### config.mk
export PLATFORM = sky130hd
export DESIGN_NAME = am2948_ctrl_flat
export DESIGN_NICKNAME = d
export VERILOG_FILES = /design/src/rtl/am2948_ctrl_if.sv /design/src/rtl/am2948_ctrl.sv /design/src/flat_wrapper.sv
export SDC_FILE = /design/constraint.sdc
export NUM_CORES = 1
export LEC_CHECK = 0
export ABC_AREA = 1
export CORE_MARGIN = 2
export CORE_UTILIZATION = 29
export CTS_CLUSTER_DIAMETER = 30
export DETAILED_ROUTE_END_ITERATION = 16
export PLACE_DENSITY_LB_ADDON = 0.2
export SLEW_MARGIN = 10
export SYNTH_ARGS = -nofsm -noshare
export SYNTH_HDL_FRONTEND = slang
export SYNTH_SLANG_ARGS = --single-unit
export TNS_END_PERCENT = 100
### constraint.sdc
create_clock -name clk -period 4.9 [get_ports clk]
set_clock_uncertainty 0.15 [all_clocks]
set_input_delay 0.98 -clock clk [delete_from_list [all_inputs] [get_ports clk]]
set_output_delay 0.98 -clock clk [all_outputs]
set_load 0.01 [all_outputs]
### src/rtl/am2948_ctrl_if.sv
// Request/enable bundle between the bus requesters and the Am2948 direction controller.
interface am2948_ctrl_if;
    logic req_tx;
    logic req_rx;
    logic tr_;
    logic rc_;
    logic gnt_tx;
    logic gnt_rx;
    logic busy;
    logic preempt;

    modport master (
        output req_tx, req_rx,
        input  tr_, rc_, gnt_tx, gnt_rx, busy, preempt
    );

    modport slave (
        input  req_tx, req_rx,
        output tr_, rc_, gnt_tx, gnt_rx, busy, preempt
    );
endinterface

### src/rtl/am2948_ctrl.sv
// Direction arbiter for an inverting bidirectional transceiver: round-robin grant,
// dead-time turnaround between grants and optional max-hold preemption.
module am2948_ctrl #(
    parameter int unsigned TURN_CYC = 1,
    parameter int unsigned MAX_HOLD = 16
) (
    input logic         clk,
    input logic         rst,
    am2948_ctrl_if.slave bus
);
    localparam int unsigned TURN_W   = $clog2(TURN_CYC + 1);
    localparam int unsigned HOLD_W   = (MAX_HOLD == 0) ? 1 : $clog2(MAX_HOLD + 1);
    localparam int unsigned HOLD_LIM = (MAX_HOLD == 0) ? 0 : MAX_HOLD - 1;
    localparam bit          HOLD_EN  = (MAX_HOLD != 0);

    typedef enum logic [1:0] {IDLE, TX, RX, TURN} state_t;
    typedef enum logic {SIDE_TX, SIDE_RX} side_t;

    state_t            state, state_n, win;
    side_t             last, last_n;
    logic [HOLD_W-1:0] hold, hold_n;
    logic [TURN_W-1:0] turn, turn_n;
    logic              pre_n;
    logic              tr_q, rc_q, busy_q, pre_q;

    // Tie goes to the side that did not own the bus most recently.
    always_comb begin
        win = IDLE;
        if (bus.req_tx && (!bus.req_rx || last == SIDE_RX))
            win = TX;
        else if (bus.req_rx)
            win = RX;
    end

    always_comb begin
        state_n = state;
        last_n  = last;
        hold_n  = hold;
        turn_n  = turn;
        pre_n   = 1'b0;
        case (state)
            IDLE: begin
                state_n = win;
                hold_n  = '0;
                if (win == TX) last_n = SIDE_TX;
                if (win == RX) last_n = SIDE_RX;
            end
            TX, RX: begin
                if ((state == TX) ? !bus.req_tx : !bus.req_rx) begin
                    state_n = TURN;
                    turn_n  = TURN_W'(TURN_CYC - 1);
                end else if (((state == TX) ? bus.req_rx : bus.req_tx) && HOLD_EN &&
                             hold == HOLD_W'(HOLD_LIM)) begin
                    state_n = TURN;
                    turn_n  = TURN_W'(TURN_CYC - 1);
                    pre_n   = 1'b1;
                end else if ((state == TX) ? bus.req_rx : bus.req_tx) begin
                    if (hold != HOLD_W'(HOLD_LIM)) hold_n = hold + 1'b1;
                end else begin
                    hold_n = '0;
                end
            end
            TURN: begin
                if (turn == '0) begin
                    state_n = win;
                    hold_n  = '0;
                    if (win == TX) last_n = SIDE_TX;
                    if (win == RX) last_n = SIDE_RX;
                end else begin
                    turn_n = turn - 1'b1;
                end
            end
            default: state_n = IDLE;
        endcase
    end

    // Enables are decoded from the next state so they leave the flops glitch-free.
    always_ff @(posedge clk) begin
        if (rst) begin
            state  <= IDLE;
            last   <= SIDE_RX;
            hold   <= '0;
            turn   <= '0;
            tr_q   <= 1'b1;
            rc_q   <= 1'b1;
            busy_q <= 1'b0;
            pre_q  <= 1'b0;
        end else begin
            state  <= state_n;
            last   <= last_n;
            hold   <= hold_n;
            turn   <= turn_n;
            tr_q   <= (state_n != TX);
            rc_q   <= (state_n != RX);
            busy_q <= (state_n != IDLE);
            pre_q  <= pre_n;
        end
    end

    assign bus.tr_     = tr_q;
    assign bus.rc_     = rc_q;
    assign bus.gnt_tx  = ~tr_q;
    assign bus.gnt_rx  = ~rc_q;
    assign bus.busy    = busy_q;
    assign bus.preempt = pre_q;
endmodule

### src/flat_wrapper.sv
// flat-port wrapper written by rule: the top's interface ports become plain ports
module am2948_ctrl_flat 
#(
    parameter int unsigned TURN_CYC = 1,
    parameter int unsigned MAX_HOLD = 16
)
  (clk, rst, bus_req_tx, bus_req_rx, bus_tr_, bus_rc_, bus_gnt_tx, bus_gnt_rx, bus_busy, bus_preempt);
  am2948_ctrl_if bus_i ();
  input logic clk;
  input logic rst;
  input wire logic [$bits(bus_i.req_tx)-1:0] bus_req_tx;
  input wire logic [$bits(bus_i.req_rx)-1:0] bus_req_rx;
  output wire logic [$bits(bus_i.tr_)-1:0] bus_tr_;
  output wire logic [$bits(bus_i.rc_)-1:0] bus_rc_;
  output wire logic [$bits(bus_i.gnt_tx)-1:0] bus_gnt_tx;
  output wire logic [$bits(bus_i.gnt_rx)-1:0] bus_gnt_rx;
  output wire logic [$bits(bus_i.busy)-1:0] bus_busy;
  output wire logic [$bits(bus_i.preempt)-1:0] bus_preempt;
  assign bus_i.req_tx = bus_req_tx;
  assign bus_i.req_rx = bus_req_rx;
  assign bus_tr_ = bus_i.tr_;
  assign bus_rc_ = bus_i.rc_;
  assign bus_gnt_tx = bus_i.gnt_tx;
  assign bus_gnt_rx = bus_i.gnt_rx;
  assign bus_busy = bus_i.busy;
  assign bus_preempt = bus_i.preempt;
  am2948_ctrl #(.TURN_CYC(TURN_CYC), .MAX_HOLD(MAX_HOLD)) u_core (.clk(clk), .rst(rst), .bus(bus_i));
endmodule
==> impl_results.md <==
* WP data required at 3.77 ns
* Synth cell count leaders: nand2_1 (28), inv_1 (18), dfxtp_1 (12)
* CTS Root Cell: clkbuf_4
* Final period util at 46.7%
* Sequential Area at 240 um^2
* Antenna cells at 0
* Outcome: complete, no violations
* WL/cell at 9.38 um
* Critical path start-end classification: flop to primary output
* CP Launch Type: flop
* Main synth FF type: dfxtp_1
* Post-DP HPWL at 1030 um
* Switching share of power at 30.9%
* Placed cells at 135
* Final core occ at 37.2%
* First-pass GRT wire length at 2240 um
* Max-cap viol count at 0
* Setup bufs post-CTS at 0
* Routed WL at 1290 um
* Crit path DAT at 1.16 ns
* Final WS setup at 2.61 ns
* Hold depth at 2
* Area of the multi-input gates at 363 um^2
* Int Pwr at 0.155 mW
* Combinational power share at 25.1%
* Clock slew at reported path FFs at 0.08 ns
* Yosys top cell area share at 35.6%
* Layout cells sized above 1 at 10.0%
* Non-filler cells in the finished layout at 138
* EDFF count, synth at 0
* Drt pass-1 iters at 4
* Cell variety after synth at 18
* Power per cell area at 273 nW/um^2
* Vias at 621
* Maximum VDD drop at 0.132 mV
* Pin count of the biggest net entering global routing at 8
* Htree depth at 1
* Top-count cell post-synth: nand2_1
* Initial antenna violation count at 0
* First-iteration detailed-routing DRC count at 4
* Top post-synthesis cells by area: dfxtp_1 (36%), nand2_1 (16%), inv_1 (10%), ha_1 (9.3%), nand3_1 (5.2%)
* CTS Sinks at 12
* Finish-stage setup viols at 0
* FFs w/ async S/R, synth at 0%
* Starting Density at 30.5%
* Max FO, Critical Path at 2
* Clock tree buffer depth at 2
* Worst skew pair latency at 0.27 ns
* FP Rows at 17
* Hold Path Class: flop to flop
* Leading area contributor after synthesis: dfxtp_1
* P&R area growth vs syn at 21.9%
* Syn. warnings at 0
* Flop2flop setup slack at 3.20 ns
* Least-Margin Pin Slew at 0.265 ns
* Syn Std Cell Area at 674 um^2
* Flop pwr share at 47.8%
* CTS tree: done
* Setup_tns at 0 ns
* Reg2reg path depth at 10
* Die Ht at 52.2 um
* R2r startpoint: u_core.hold[0]$_SDFFE_PP0P_
* NetSw at 0.0694 mW
* Final hold slack at 0.321 ns
* Vias in the first global route at 560
* Port Buffer Count at 9
* Worst slack, placed at 2.49 ns
* F_max at 0.437 GHz
* Cell area after layout at 822 um^2
* FF-to-FF End: u_core.hold[2]$_SDFFE_PP0P_
* Final ANT Viol Nets at 0
* Syn avg cell area at 6.88 um^2
* RSZ-0062 raised after global routing: false
* Flops & latches, synth at 12
* # hold bufs at CTS at 0
* Register area share after synthesis at 35.6%
* Gr usage total at 11.5%
* Hold endpoint: u_core.hold[3]$_SDFFE_PP0P_
* Clk network pwr share at 27.2%
* Via/cell ratio at 4.50
* Hold_sp: u_core.hold[3]$_SDFFE_PP0P_
* Post-Syn Nets at 107
* Post-CTS resize count at 0
* Tot Pwr at 0.225 mW
* DIE AREA at 2730 um^2
* Residual DRC at 0
* Count of pins over their slew limit at 0
* Final min period at 2.29 ns
* Cell Area, Placed at 800 um^2
* Final Hold Vio Count at 0
* Static Leakage at 0.411 nW
* Final nets at 121
* Core Region at 2210 um^2
* Worst setup EP type: primary output
* GR Overflow Total at 0
* TritonCTS Buffers at 3
* Placer congestion estimate at 0.825
* Chip width at 52.2 um
* Fill count at 243
* Worst slew margin at 82.1%
* Post-synthesis cell count at 98
* I/O pin count at 10
* CP Launch Point: u_core.bus.rc_$_SDFF_PP1_
==> flip-flops by register name (all words and copies together) (netlist names) <==
register,cells
u_core.bus.tr_,1
u_core.last,1
u_core.bus.busy,1
u_core.hold,5
u_core.bus.rc_,1
u_core.state,2
u_core.bus.preempt,1
==> placed cells by master, fill, tap and decap left out <==
cell type        instances
nand2_1                 28
o21ai_1                  1
o21ai_2                  1
inv_1                   18
nand3_1                  7
ha_1                     5
and2_1                   1
inv_2                    1
clkdlybuf4s50_1          9
dfxtp_1                 12
a21oi_1                  6
clkbuf_4                 3
nor4_1                   1
o311ai_0                 1
nor2_4                   1
nand2_2                  4
nor2_1                   7
nand3_2                  1
xor2_1                   2
o21ai_0                  1
==> kinds of logic after synthesis <==
logic type,Yosys count,share of synthesized area [%]
xor+xnor,2,2.60
flops,12,35.6
buf+inv,19,10.6
simple gates,50,33.4
fa+ha+maj,5,9.28
compound gates,10,8.53
==> worst max-delay path: stages, from the launching register on <==
cell,delay [ns]
dfxtp_1,0.32
inv_1,0.05
clkdlybuf4s50_1,0.52
==> metal layers <==
layer / GRT usage, % / up-vias / wire (um)
li1: - / 329 / -
met1: 13.8 / 279 / 631
met2: 17.3 / 9 / 576
met3: 3.71 / 4 / 63
met4: 7.69 / 0 / 23
met5: 0 / - / 0
==> worst max-delay path by stage <==
stage | end | slack, ns | depth (start not counted)
4_1_cts | bus_rc_ | 2.59 | 1
5_1_grt | bus_gnt_tx | 2.54 | 2
3_5_place_dp | u_core.hold[3]$_SDFFE_PP0P_ | 2.49 | 8
6_report | bus_gnt_rx | 2.61 | 2
2_1_floorplan | u_core.bus.busy$_SDFF_PP0_ | 3.09 | 8
3_3_place_gp | u_core.hold[4]$_SDFFE_PP0P_ | 2.51 | 7
==> final cells by class <==
| class | count | share of cell area (%) |
|---|---|---|
| clock buffers | 3 | 2.74 |
| inverters | 19 | 8.68 |
| flip-flops and latches | 12 | 29.2 |
| well taps | 28 | 4.26 |
| repair buffers | 9 | 11.0 |
| multi-input cells | 67 | 44.1 |
==> power by group through the flow <==
stage	Sequential, mW	Clock (mW)	Combinational [mW]
global route	0.108	0.0687	0.0633
global placement	0.109	0	0.0567
detailed placement	0.110	0	0.0567
finish	0.107	0.0610	0.0564
CTS	0.107	0.0632	0.0572
floorplan	0.110	0	0.0364
(Power assumes the default switching activity.)
